**src/rtl/index_batch_scheduler.sv**
```systemverilog
// Index batch scheduler: fetches packed row/col index words and issues them as PE batches.
// Optional abort support is compiled in with `define INDEX_SCHED_ABORT_EN.
module index_batch_scheduler #(
    parameter int PE_NUMBER   = 32,
    parameter int LOG2_HEIGHT = 4,
    parameter int LOG2_PES    = 5,
    parameter int LOG2_K      = 5,
    parameter int ADDR_W      = 10,
    localparam int CNT_W      = LOG2_HEIGHT + LOG2_K,
    localparam int ROW_W      = PE_NUMBER * LOG2_HEIGHT,
    localparam int COL_W      = PE_NUMBER * LOG2_PES
) (
    input  logic              i_clk,
    input  logic              i_rst,
    input  logic              i_start,
    input  logic [CNT_W-1:0]  i_nnz_total,
    input  logic [ADDR_W-1:0] i_base_addr,
    output logic              o_rd_en,
    output logic [ADDR_W-1:0] o_rd_addr,
    input  logic [ROW_W-1:0]  i_rd_row,
    input  logic [COL_W-1:0]  i_rd_col,
    output logic [ROW_W-1:0]  o_row_index,
    output logic [COL_W-1:0]  o_col_index,
    output logic [CNT_W-1:0]  o_remain_count,
    output logic              o_valid,
    input  logic              i_ready,
    output logic              o_busy,
    output logic              o_done
`ifdef INDEX_SCHED_ABORT_EN
   ,input  logic              i_abort,
    output logic              o_aborted
`endif
);

    localparam logic [CNT_W-1:0] PE_CNT = CNT_W'(PE_NUMBER);

    typedef enum logic [2:0] {
        S_IDLE,
        S_FETCH,
        S_WAIT,
        S_ISSUE,
        S_DONE
    } state_t;

    state_t              state_q, state_d;
    logic [CNT_W-1:0]    remain_q, remain_d;
    logic [ADDR_W-1:0]   addr_q, addr_d;
    logic [ROW_W-1:0]    row_q, row_d;
    logic [COL_W-1:0]    col_q, col_d;
    logic [CNT_W-1:0]    cnt_q, cnt_d;
    logic                rd_en;
    logic                valid;
    logic                done;
`ifdef INDEX_SCHED_ABORT_EN
    logic                aborted_q, aborted_d;
`endif

    always_comb begin
        state_d  = state_q;
        remain_d = remain_q;
        addr_d   = addr_q;
        row_d    = row_q;
        col_d    = col_q;
        cnt_d    = cnt_q;
        rd_en    = 1'b0;
        valid    = 1'b0;
        done     = 1'b0;
`ifdef INDEX_SCHED_ABORT_EN
        aborted_d = 1'b0;
`endif
        unique case (state_q)
            S_IDLE: begin
                if (i_start) begin
                    if (i_nnz_total != '0) begin
                        remain_d = i_nnz_total;
                        addr_d   = i_base_addr;
                        state_d  = S_FETCH;
                    end else begin
                        state_d  = S_DONE;
                    end
                end
            end
            S_FETCH: begin
                rd_en   = 1'b1;
                state_d = S_WAIT;
            end
            S_WAIT: begin
                row_d   = i_rd_row;
                col_d   = i_rd_col;
                cnt_d   = remain_q;
                state_d = S_ISSUE;
            end
            S_ISSUE: begin
                valid = 1'b1;
                if (i_ready) begin
                    // Subtract only while more than one batch remains.
                    if (remain_q <= PE_CNT) begin
                        state_d = S_DONE;
                    end else begin
                        remain_d = remain_q - PE_CNT;
                        addr_d   = addr_q + ADDR_W'(1);
                        state_d  = S_FETCH;
                    end
                end
            end
            S_DONE: begin
                done    = 1'b1;
                state_d = S_IDLE;
            end
            default: begin
                state_d = S_IDLE;
            end
        endcase
`ifdef INDEX_SCHED_ABORT_EN
        // Abort wins over a same-cycle handshake: the batch is not accepted.
        if (i_abort && (state_q != S_IDLE)) begin
            state_d   = S_IDLE;
            remain_d  = remain_q;
            addr_d    = addr_q;
            rd_en     = 1'b0;
            valid     = 1'b0;
            done      = 1'b0;
            aborted_d = 1'b1;
        end
`endif
    end

    always_ff @(posedge i_clk) begin
        if (i_rst) begin
            state_q  <= S_IDLE;
            remain_q <= '0;
            addr_q   <= '0;
            row_q    <= '0;
            col_q    <= '0;
            cnt_q    <= '0;
`ifdef INDEX_SCHED_ABORT_EN
            aborted_q <= 1'b0;
`endif
        end else begin
            state_q  <= state_d;
            remain_q <= remain_d;
            addr_q   <= addr_d;
            row_q    <= row_d;
            col_q    <= col_d;
            cnt_q    <= cnt_d;
`ifdef INDEX_SCHED_ABORT_EN
            aborted_q <= aborted_d;
`endif
        end
    end

    assign o_rd_en        = rd_en;
    assign o_rd_addr      = addr_q;
    assign o_row_index    = row_q;
    assign o_col_index    = col_q;
    assign o_remain_count = cnt_q;
    assign o_valid        = valid;
    assign o_busy         = (state_q != S_IDLE);
    assign o_done         = done;
`ifdef INDEX_SCHED_ABORT_EN
    assign o_aborted      = aborted_q;
`endif

endmodule
```
**config.mk**
```make
export PLATFORM = sky130hd
export DESIGN_NAME = index_batch_scheduler
export DESIGN_NICKNAME = d
export VERILOG_FILES = /design/src/rtl/index_batch_scheduler.sv
export SDC_FILE = /design/constraint.sdc
export NUM_CORES = 1
export LEC_CHECK = 0
export CORE_AREA = 2 2 243 245
export CTS_BUF_LIST = sky130_fd_sc_hd__clkbuf_8
export DETAILED_ROUTE_END_ITERATION = 7
export DIE_AREA = 0 0 245 247
export HOLD_SLACK_MARGIN = 0.05
export PLACE_DENSITY_LB_ADDON = 0.25
export SYNTH_ARGS = -nofsm -noshare
export SYNTH_HDL_FRONTEND = slang
export SYNTH_SLANG_ARGS = --single-unit
```
**constraint.sdc**
```tcl
create_clock -name i_clk -period 4.45 [get_ports i_clk]
set_clock_uncertainty 0.05 [all_clocks]
set_input_delay 0.445 -clock i_clk [delete_from_list [all_inputs] [get_ports i_clk]]
set_output_delay 0.445 -clock i_clk [all_outputs]
set_load 0.005 [all_outputs]
```
Yosys cells after proc, flatten, opt, wreduce, memory -nomap -nowiden
Cells that the tools add are included.

Flip-flop bits (word level): 319. Output and inout port bits: 311. Logic and storage cells: 41.

Add/subtract/negate cells: 2. $lt $le $gt $ge: 1. Equal/unequal tests: 8. Mux-type cells: 18. Reductions and logical operators: 6.

Operators with widths (number): $mux 10 (4); $mux 9 (4); $pmux 10 s2 (1); $pmux 9 s2 (1); $mux 3 (4); $pmux 3 s4 (1); $add 10x1->10 const B (1); $le 9x6->1 const B (1); $reduce_bool 9->1 (1); $sub 9x6->9 const B (1); $ne 2x2->1 const B (4); $eq 3x2->1 const B (2); $reduce_and 5->1 (1); $eq 3x1->1 const B (1); $eq 3x3->1 const B (1); $logic_not 3->1 (1); $mux 1 (3); $reduce_bool 3->1 (1); $reduce_and 2->1 (1); $reduce_bool 2->1 (1).

Logic depth before layout (Yosys ltp)
Gate-level depths: netlist (run 1).

Depth in word-level cells: 4. Mapped depth: 8. Gate-level depth less buffers: 7.

Worst setup path before layout (run 1)
OpenSTA, ideal clock, no wires.

Path type: register to register. Start: register remain_q[5]. End: register addr_q[1] (netlist: o_rd_addr[1]). Setup time: 88 ps. Data arrival time: 1537 ps. Path slack: 2775 ps. Cell stages (with the launch flop): 9. Path buffers: 1. Period minus slack after synthesis: 1675 ps. Cell sequence: dfxtp_1 > inv_1 > ha_1 > nor2b_1 > a211oi_2 > o211a_4 > buf_6 > nor2_1 > a311oi_2.

Longest elaborated chain between the ends: 3.

Ends and longest elaborated chain: from (decl) (line 46) `logic [CNT_W-1:0] remain_q, remain_d;`; from (signal assigned) (line 141) `remain_q <= remain_d;`; $le 9x6->1 (line 97) `if (remain_q <= PE_CNT) begin`; $ne 2x2->1 (no line); $reduce_and 5->1 (no line); to (signal assigned) (line 142) `addr_q <= addr_d;`; to (decl) (line 47) `logic [ADDR_W-1:0] addr_q, addr_d;`.

Every way passes these cells. A chain may end at the register's enable or synchronous reset.

Worst setup path in the final report (run 1)
Start: register state_q[0]. End: output port o_valid.

Longest elaborated chain between the ends: 2.

Ends and longest elaborated chain: from (decl) (line 45) `state_t state_q, state_d;`; from (signal assigned) (line 140) `state_q <= state_d;`; $eq 3x2->1 (line 71) `unique case (state_q)`; $mux 1 (line 71); to (decl) (line 25) `output logic o_valid,`.

Every way passes these cells.

==> impl_results.md, run 1 <==
* RR Endpoint: o_rd_addr[4]
* Pin slew with the least headroom to its limit at 0.8600 ns
* Worst Path Max Fanout at 23
* R2R setup slack at 2.20 ns
* Final net count at 2350
* Critical Path Max Stage Delay at 0.60 ns
* Via density at 4.127
* Pwr/cell area at 474.0 nW/um2
* Hold-fix buffers, CTS at 0
* RD Place Congestion at 0.7988
* Max_cap viols at 0
* CP Class: reg2out
* Postcts setup bufs at 0
* Die Ht at 247 um
* Synth top area cells: dfxtp_1 (56%), nand2_1 (20%), a21oi_1 (13%), buf_2 (2.2%), clkbuf_1 (1.5%)
* CTS tree: done
* Primary FF master, synth: dfxtp_1
* Starting Density at 0.1971
* DP Worst Slack at 2.108 ns
* GR Util All Layers at 0.1376
* Met2 usage at 0.2411
* DR DRC count at 0
* Min cycle time layout at 2.892 ns
* First-pass GRT wire length at 65.95 mm
* Root Driver: clkbuf_8
* Share of the synthesized area in the top cell type at 0.5563
* Hold Crit Class: in2reg
* Cts bufs inserted at 57
* Worst Reg-to-Reg Cells at 6
* Max VDD drop at 285.3 uV
* IO buf count at 621
* Ys async rst share at 0
* Initial antenna violation count at 4
* Crit path to: o_valid
* Mapped cell area at 11480 um2
* Post-synth EDFFs at 0
* Final period utilization at 0.6498
* CP top delay family: buffers and inverters
* Number of detailed-route iterations in the first pass at 4
* Sequential share of the synthesized area at 0.5563
* Post-route ant nets at 0
* Crit start category: flip-flop
* Cell Count, Final, Fillers Out at 2859
* DP Area at 18340 um2
* Layout cells sized above 1 at 0.06292
* Critical path depth at 3
* Inst Count DP at 2751
* Vias in the first global route at 11420
* Number of buffers and inverters on the critical path at 2
* DR iter-0 viols at 303
* RSZ-0062 raised after global routing: no
* WL per Instance at 15.65 um
* Area leader, netlist: dfxtp_1
* CORE AREA at 58240 um2
* Sum Neg Setup Slack at 0 ns
* Synth-to-Final Area Change at 71.15%
* Slew Limit Headroom at 0.4267
* Met3 global-route usage at 0.04265
* Final WS setup at 1.558 ns
* Number of gates resized after CTS at 0
* Status: finished, final reports clean
* Pins Over Slew Limit at 0
* Crit path DAT at 2.40 ns
* Synthesized Nets at 1759
* Post-Syn Area per Cell at 7.939 um2
* TritonCTS Sinks at 319
* CP max stage cell: clkdlybuf4s50_1
* LEAKAGE at 6.889 nW
* Yosys warns at 0
* DRT Wirelength at 44.74 mm
* Commonest cells in the netlist: nand2_1 (613), dfxtp_1 (319), a21oi_1 (306)
* Die width at 245 um
* Overflow after GRT at 0
* F_max at 0.3458 GHz
* Count leader, synth: nand2_1
* Syn Inst Count at 1446
* H-tree depth at 2
* Post-DP HPWL at 32.11 mm
* Critical path, cell by cell: nand3b_4, inv_2, clkdlybuf4s50_1
* Worst Path Required at 3.95 ns
* Worst Setup SP: state_q[0]
* Distinct cells, synth at 43
* M1 GR Usage at 0.1549
* Most Used Layer, Global Route: met2
* Final Power at 9.313 mW
* Die area at 60520 um2
* Final hold vios at 0
* Post-route cell area at 19650 um2
* Setup Viol. Count Final at 0
* Skew-Pair Late Insertion Delay at 0.61 ns
* Worst-path clk slew at 0.06 ns
* Pin count of the biggest net entering global routing at 158
* Detailed-route via count at 11800
* FF+latch count, synth at 319
* Critical Path End Type: primary output
* Worst r2r src: state_q[0]
* Clock tree buffer depth at 3
* Num ports at 622
* Rows at 89
## cell type report
class,count,area [um2]
diodes,4,10.01
fillers,6112,38590
inverters,6,22.52
well taps,773,967.2
clock inverters,17,100.1
flip-flops and latches,319,6386
repair buffers,640,6414
multi-input cells,1013,4551
clock buffers,87,1197
## cell families (layout without fill, tap and decap cells)
family | after synthesis | after routing | synth area share
and+or+nand+nor | 661 | 661 | 0.2258
xor gates and xnor gates | 7 | 7 | 0.005341
AOI/OAI and AO/OA | 334 | 334 | 0.1546
muxes | 9 | 9 | 0.007848
other | 0 | 4 | 0
adders and majority gates | 2 | 2 | 0.002179
buffers and inverters | 114 | 750 | 0.04796
DFF | 319 | 319 | 0.5563
## stage by stage
stage | util | hold slack [ns]
3_3_place_gp | 0.3149 | 0.3917
4_1_cts | 0.3372 | 0.2422
3_5_place_dp | 0.3149 | 0.3956
2_1_floorplan | - | 0.4027
6_report | 0.3374 | 0.3243
5_1_grt | 0.3374 | 0.2591
## registers in the layout, summed over array words and instances (netlist names)
register,cells
o_col_index,160
o_row_index,128
o_rd_addr,10
o_remain_count,9
remain_q,9
state_q,3
## tightest hold or removal path, delay by kind of cell
family | cells | cell delay, ns
buffers and inverters | 1 | 0.39
AND/OR/NAND/NOR | 1 | 0.05
AO/OA/AOI/OAI | 1 | 0.05
## per-layer routing
layer | vias to the layer above | share of wire
met5 | - | 0
li1 | 5875 | -
met4 | 0 | 0.030
met1 | 5453 | 0.40
met2 | 398 | 0.50
met3 | 73 | 0.075
## worst min path at each step
stage,from,endpoint,slack (ns),cells past startpoint
2_1_floorplan,o_col_index[0],o_col_index[0],0.40,2
3_3_place_gp,o_col_index[146],o_col_index[146],0.39,2
3_5_place_dp,o_row_index[45],o_row_index[45],0.40,2
4_1_cts,i_rd_row[33],o_row_index[33],0.24,3
5_1_grt,i_rd_row[119],o_row_index[119],0.26,3
6_report,i_rd_row[33],o_row_index[33],0.32,3
## layout by cell type (no fill, tap or decap), types with 3 or more instances in the layout
cell type        count
clkdlybuf4s50_1    620
nand2_1            613
dfxtp_1            319
a21oi_1            306
clkbuf_8            87
nor2_1              17
inv_1               15
buf_4               15
o21ai_0              9
mux2i_1              9
xnor2_1              5
clkinv_2             5
diode_2              4
nor3_1               4
nand3_1              4
a211oi_2             4
nand4_1              4
nand2b_1             4
buf_12               4
a311oi_2             3
## where the power goes
| group | switching, mW | total (mW) | internal (mW) |
|---|---|---|---|
| logic | 1.32 | 2.71 | 1.39 |
| registers | 0.293 | 3.60 | 3.31 |
| clock network | 1.25 | 3.01 | 1.76 |
No activity file was read; power rests on OpenSTA's default activity.
==> inputs of run 2 (changes only) <==
==> constraint.sdc (replaced) <==
create_clock -name i_clk -period 2.5 [get_ports i_clk]
set_clock_uncertainty 0.05 [all_clocks]
set_input_delay 0.25 -clock i_clk [delete_from_list [all_inputs] [get_ports i_clk]]
set_output_delay 0.25 -clock i_clk [all_outputs]
set_load 0.005 [all_outputs]
==> run 2 against run 1 <==
Critical path depth fell by 1. Final area up 2.4%. Sequential share of layout area down 0.75 points. Register-to-register slack got worse by 2.0 ns. Count of clock-buffer cells in the layout is 10 lower. Global-route usage is 0.28 points higher. Setup slack lost 1.4 ns.
==> impl_results.md, run 2 (synthesis gave the netlist of run 1 again) <==
* Crit start category: flip-flop
* Slew Limit Headroom at 0.5915
* Clock tree buffer depth at 3
* Number of detailed-route iterations in the first pass at 6
* Commonest non-fill, non-tap cells in the layout: clkdlybuf4s50_1 (620), nand2_1 (613), dfxtp_1 (316), a21oi_1 (306), clkbuf_8 (77)
* Initial antenna violation count at 3
* Area occupied by multi-input gates at 4556 um2
* GR Util All Layers at 0.1404
* Layout cells sized above 1 at 0.06279
* Post-route ant nets at 0
* Die area at 60520 um2
* Pin count of the biggest net entering global routing at 77
* Pins Over Slew Limit at 0
* Min cycle time layout at 2.310 ns
* LEAKAGE at 7.162 nW
* R2R setup slack at 0.20 ns
* Layout fillers at 6016
* IO buf count at 621
* Max VDD drop at 376.0 uV
* Hold Crit Class: in2reg
* TritonCTS Sinks at 319
* Final period utilization at 0.9238
* Max_cap viols at 0
* Final net count at 2400
* Overflow after GRT at 0
* H-tree depth at 2
* DRT Wirelength at 45.58 mm
* First-pass GRT wire length at 67.24 mm
* Vias in the first global route at 11670
* Pwr/cell area at 820.9 nW/um2
* Synth-to-Final Area Change at 75.30%
* DR iter-0 viols at 459
* Worst-path clk slew at 0.06 ns
* Final hold vios at 0
* Rows at 89
* Worst Path Required at 2.20 ns
* Worst Path Max Fanout at 10
* DR DRC count at 0
* Root Driver: clkbuf_8
* Critical Path End Type: primary output
* Via density at 4.102
* Detailed-route via count at 11930
* Register area at 6390 um2
* Skew-Pair Late Insertion Delay at 0.61 ns
* RD Place Congestion at 0.8027
* Starting Density at 0.1971
* Setup Viol. Count Final at 0
* Leading cell type in the layout, fill and taps excluded: clkdlybuf4s50_1
* Num ports at 622
* Cts bufs inserted at 59
* CTS tree: done
* CORE AREA at 58240 um2
* Final Power at 16.52 mW
* CP Class: reg2out
* RSZ-0062 raised after global routing: no
* Pin slew with the least headroom to its limit at 0.6127 ns
* WL per Instance at 15.67 um
* Postcts setup bufs at 0
* Status: finished, final reports clean
* Max reg flops at 160
* Post-DP HPWL at 33.29 mm
* Sum Neg Setup Slack at 0 ns
* Die width at 245 um
* F_max at 0.4330 GHz
* Die Ht at 247 um
* Crit path DAT at 2.01 ns
-- run 2: cell types whose count changed in the layout (fill, tap and decap cells not counted), moves of 2 or more --
cell           previous run  this run
clkbuf_8                 87        77
inv_1                    15        32
dfxtp_2                   0         3
dlygate4sd3_1             0        36
buf_4                    15        18
buf_12                    4        13
diode_2                   4         2
dfxtp_1                 319       316
-- run 2: worst paths after layout --
check,start,to,depth (start not counted)
setup reg to reg,state_q[1],o_col_index[144],6
setup / recovery,state_q[0],o_rd_en,2
hold / removal,i_rd_col[138],o_col_index[138],3
hold reg to reg,o_col_index[102],o_col_index[102],2
-- run 2: layer usage --
layer  global-route usage  vias to the layer above  routed length (um)
met5                    0                        -                  11
met4              0.06008                        2                1619
met3              0.04732                       90                3546
met2               0.2390                      400               22040
met1               0.1600                     5462               18370
li1                     -                     5980                   -
-- run 2: repair_timing --
item                                    in CTS  in global routing
endpoints found under the setup margin       3                  1
endpoints found under the hold margin       79                  0
resized for setup                            3                  2
hold buffers                                36                  0
-- run 2: area by class of cell --
class                           count  share of cell area
Sequential cell                   319              0.3175
Timing Repair Buffer              688              0.3467
Tap cell                          773             0.04806
Multi-Input combinational cell   1013              0.2264
Clock inverter                     31            0.007274
Clock buffer                       77             0.05266
Antenna cell                        2           0.0002487
Inverter                            6            0.001181
-- run 2: power breakdown --
part / internal [mW] / switching (mW) / total (mW)
registers: 5.89 / 0.515 / 6.40
logic: 2.65 / 2.41 / 5.06
clock network: 2.83 / 2.22 / 5.05
total: 11.4 / 5.15 / 16.5
-- run 2: through the flow --
stage	hold WS, ns	utilization	instances	setup WS, ns	area (um2)
6_report	0.1248	0.3455	2909	0.1905	20120
3_3_place_gp	0.3910	0.3184	2763	0.3587	18540
3_5_place_dp	0.3956	0.3184	2763	0.3696	18540
2_1_floorplan	0.3105	-	1446	0.8248	11480
4_1_cts	0.05007	0.3454	2907	0.02321	20120
5_1_grt	0.06857	0.3455	2909	0.01681	20120
-- run 2: worst max-delay path, stage by stage, from the launching register on --
cell and delay, ns:
dfxtp_2 0.45, nor3b_1 0.35, clkdlybuf4s50_1 0.61
==> inputs of run 3 (changes only) <==
--- a/config.mk
+++ b/config.mk
@@ -5,10 +5,10 @@
 export SDC_FILE = /design/constraint.sdc
 export NUM_CORES = 1
 export LEC_CHECK = 0
-export CORE_AREA = 2 2 243 245
+export CORE_AREA = 5 5 239 241
 export CTS_BUF_LIST = sky130_fd_sc_hd__clkbuf_8
 export DETAILED_ROUTE_END_ITERATION = 7
-export DIE_AREA = 0 0 245 247
+export DIE_AREA = 0 0 244 246
 export HOLD_SLACK_MARGIN = 0.05
 export PLACE_DENSITY_LB_ADDON = 0.25
 export SYNTH_ARGS = -nofsm -noshare
==> run 3 against run 2 <==
Combinational power increased by 2%. Sequential cell count unchanged. First-iteration DRC count increased by 7.4%. Fmax decreased by 1.9%. Die area decreased by 0.81%. Critical endpoint unchanged. Non-clock buffer count increased by 65.
==> impl_results.md, run 3 (synthesis gave the netlist of run 1 again) <==
* Hold Crit Class: in2reg
* Final hold vios at 0
* R2R setup slack at 0.23 ns
* F_max at 0.4246 GHz
* Pins Over Slew Limit at 0
* Post-route ant nets at 0
* Status: finished, final reports clean
* Sw power at 5.205 mW
* Pin count of the biggest net entering global routing at 97
* Switching share of power at 0.3133
* CORE AREA at 54660 um2
* GR Util All Layers at 0.1473
* CP Class: reg2out
* Internal at 11.41 mW
* Max VDD drop at 413.0 uV
* Synth-to-Final Area Change at 80.05%
* Crit start category: flip-flop
* Post-layout util at 0.3781
* Number of detailed-route iterations in the first pass at 4
* Clock tree buffer depth at 3
* Setup Viol. Count Final at 0
* Max_cap viols at 0
* H-tree depth at 2
* CP top delay family: buffers and inverters
* Max reg flops at 160
* Leading cell type in the layout, fill and taps excluded: clkdlybuf4s50_1
* DP Worst Slack at 0.3747 ns
* DP Area at 18460 um2
* Postcts setup bufs at 0
* Vias in the first global route at 12340
* DR iter-0 viols at 493
* CP max stage cell: clkdlybuf4s50_1
* Logic pwr share at 0.310
* Via density at 4.232
* Crit path DAT at 2.06 ns
* Worst Path Required at 2.20 ns
* Reg power frac at 0.385
* Overflow after GRT at 0
* Commonest non-fill, non-tap cells in the layout: clkdlybuf4s50_1 (619), nand2_1 (613), dfxtp_1 (317), a21oi_1 (306), dlygate4sd3_1 (100)
* Post-route cell area at 20670 um2
* DRT Wirelength at 47.51 mm
* Sum Neg Setup Slack at 0 ns
* Post-DP HPWL at 34.79 mm
* Critical Path Max Stage Delay at 0.76 ns
* Critical path, cell by cell: nor3b_1, clkdlybuf4s50_1
* DR DRC count at 0
* RSZ-0062 raised after global routing: no
* Skew-Pair Late Insertion Delay at 0.63 ns
* Initial antenna violation count at 2
* Pwr/cell area at 803.7 nW/um2
* Final net count at 2464
* Rows at 86
* Detailed-route via count at 12290
* Pin slew with the least headroom to its limit at 0.6080 ns
* Starting Density at 0.2100
* Hold WS at 0.1190 ns
* Layout cells sized above 1 at 0.06372
* Number of buffers and inverters on the critical path at 1
* LEAKAGE at 7.396 nW
* IO buf count at 621
* Final period utilization at 0.9420
* Worst Path Max Fanout at 10
* Cts bufs inserted at 58
* Clock Power Share at 0.305
* Num ports at 622
* CTS tree: done
* Final WS setup at 0.1449 ns
* Die Ht at 246 um
* TritonCTS Sinks at 319
* Die width at 244 um
* WL per Instance at 16.37 um
* Slew Limit Headroom at 0.5947
* Min cycle time layout at 2.355 ns
* Critical Path End Type: primary output
* First-pass GRT wire length at 71.19 mm
* Worst-path clk slew at 0.06 ns
* Root Driver: clkbuf_8
* RD Place Congestion at 0.8640
* Die area at 60020 um2
## run 3: changes by cell type in the layout (fill, tap and decap cells not counted), moves of 2 or more
cell,delta
bufinv_16,+2
clkbuf_8,-8
clkinv_2,+9
clkinvlp_4,+2
dlygate4sd3_1,+64
inv_1,-9
## run 3: power by group through the flow
stage | logic (mW) | registers (mW) | clock network [mW]
floorplan | 2.23 | 6.48 | 0
global placement | 5.03 | 6.47 | 0
detailed placement | 5.08 | 6.50 | 0
CTS | 5.24 | 6.40 | 5.31
global route | 5.61 | 6.51 | 5.53
finish | 5.15 | 6.40 | 5.07
## run 3: worst paths after layout
kind | startpoint | depth (start not counted) | to
worst max-delay path | state_q[0] | 2 | o_rd_en
worst min-delay path | i_rd_col[81] | 3 | o_col_index[81]
worst max register to register | state_q[1] | 6 | o_col_index[123]
worst min register to register | o_col_index[140] | 2 | o_col_index[140]
## run 3: repair_timing
item                                    CTS  global route
endpoints found under the setup margin    3             0
endpoints found under the hold margin   136             0
hold buffers                            100             0
resized for setup                         4             0
## run 3: metal layers
metal | part of all wire | vias to the layer above | global-route usage | wire, um
li1 | - | 6104 | - | -
met1 | 0.40 | 5704 | 0.1686 | 18910
met2 | 0.50 | 396 | 0.2624 | 23860
met3 | 0.075 | 79 | 0.04719 | 3553
met4 | 0.025 | 2 | 0.04564 | 1173
met5 | 0.00027 | - | 0 | 13
## run 3: final cells by class
type | instances | area [um2]
Clock inverter | 37 | 246.5
Sequential cell | 319 | 6389
Timing Repair Buffer | 753 | 7624
Antenna cell | 2 | 5.005
Multi-Input combinational cell | 1013 | 4551
Tap cell | 704 | 880.8
Inverter | 6 | 25.02
Clock buffer | 69 | 949.7
Fill cell | 5535 | 33990
## run 3: per-stage QoR
step | total power [mW] | instances
finish | 16.61 | 2903
global route | 17.65 | 2902
CTS | 16.95 | 2901
detailed placement | 11.59 | 2695
global placement | 11.49 | 2695
floorplan | 8.711 | 1446
## run 3: tightest hold or removal path, delay by kind of cell
kind / cells / cell delay [ns]
simple gates: 1 / 0.05
compound gates: 1 / 0.05
buf+inv: 1 / 0.40
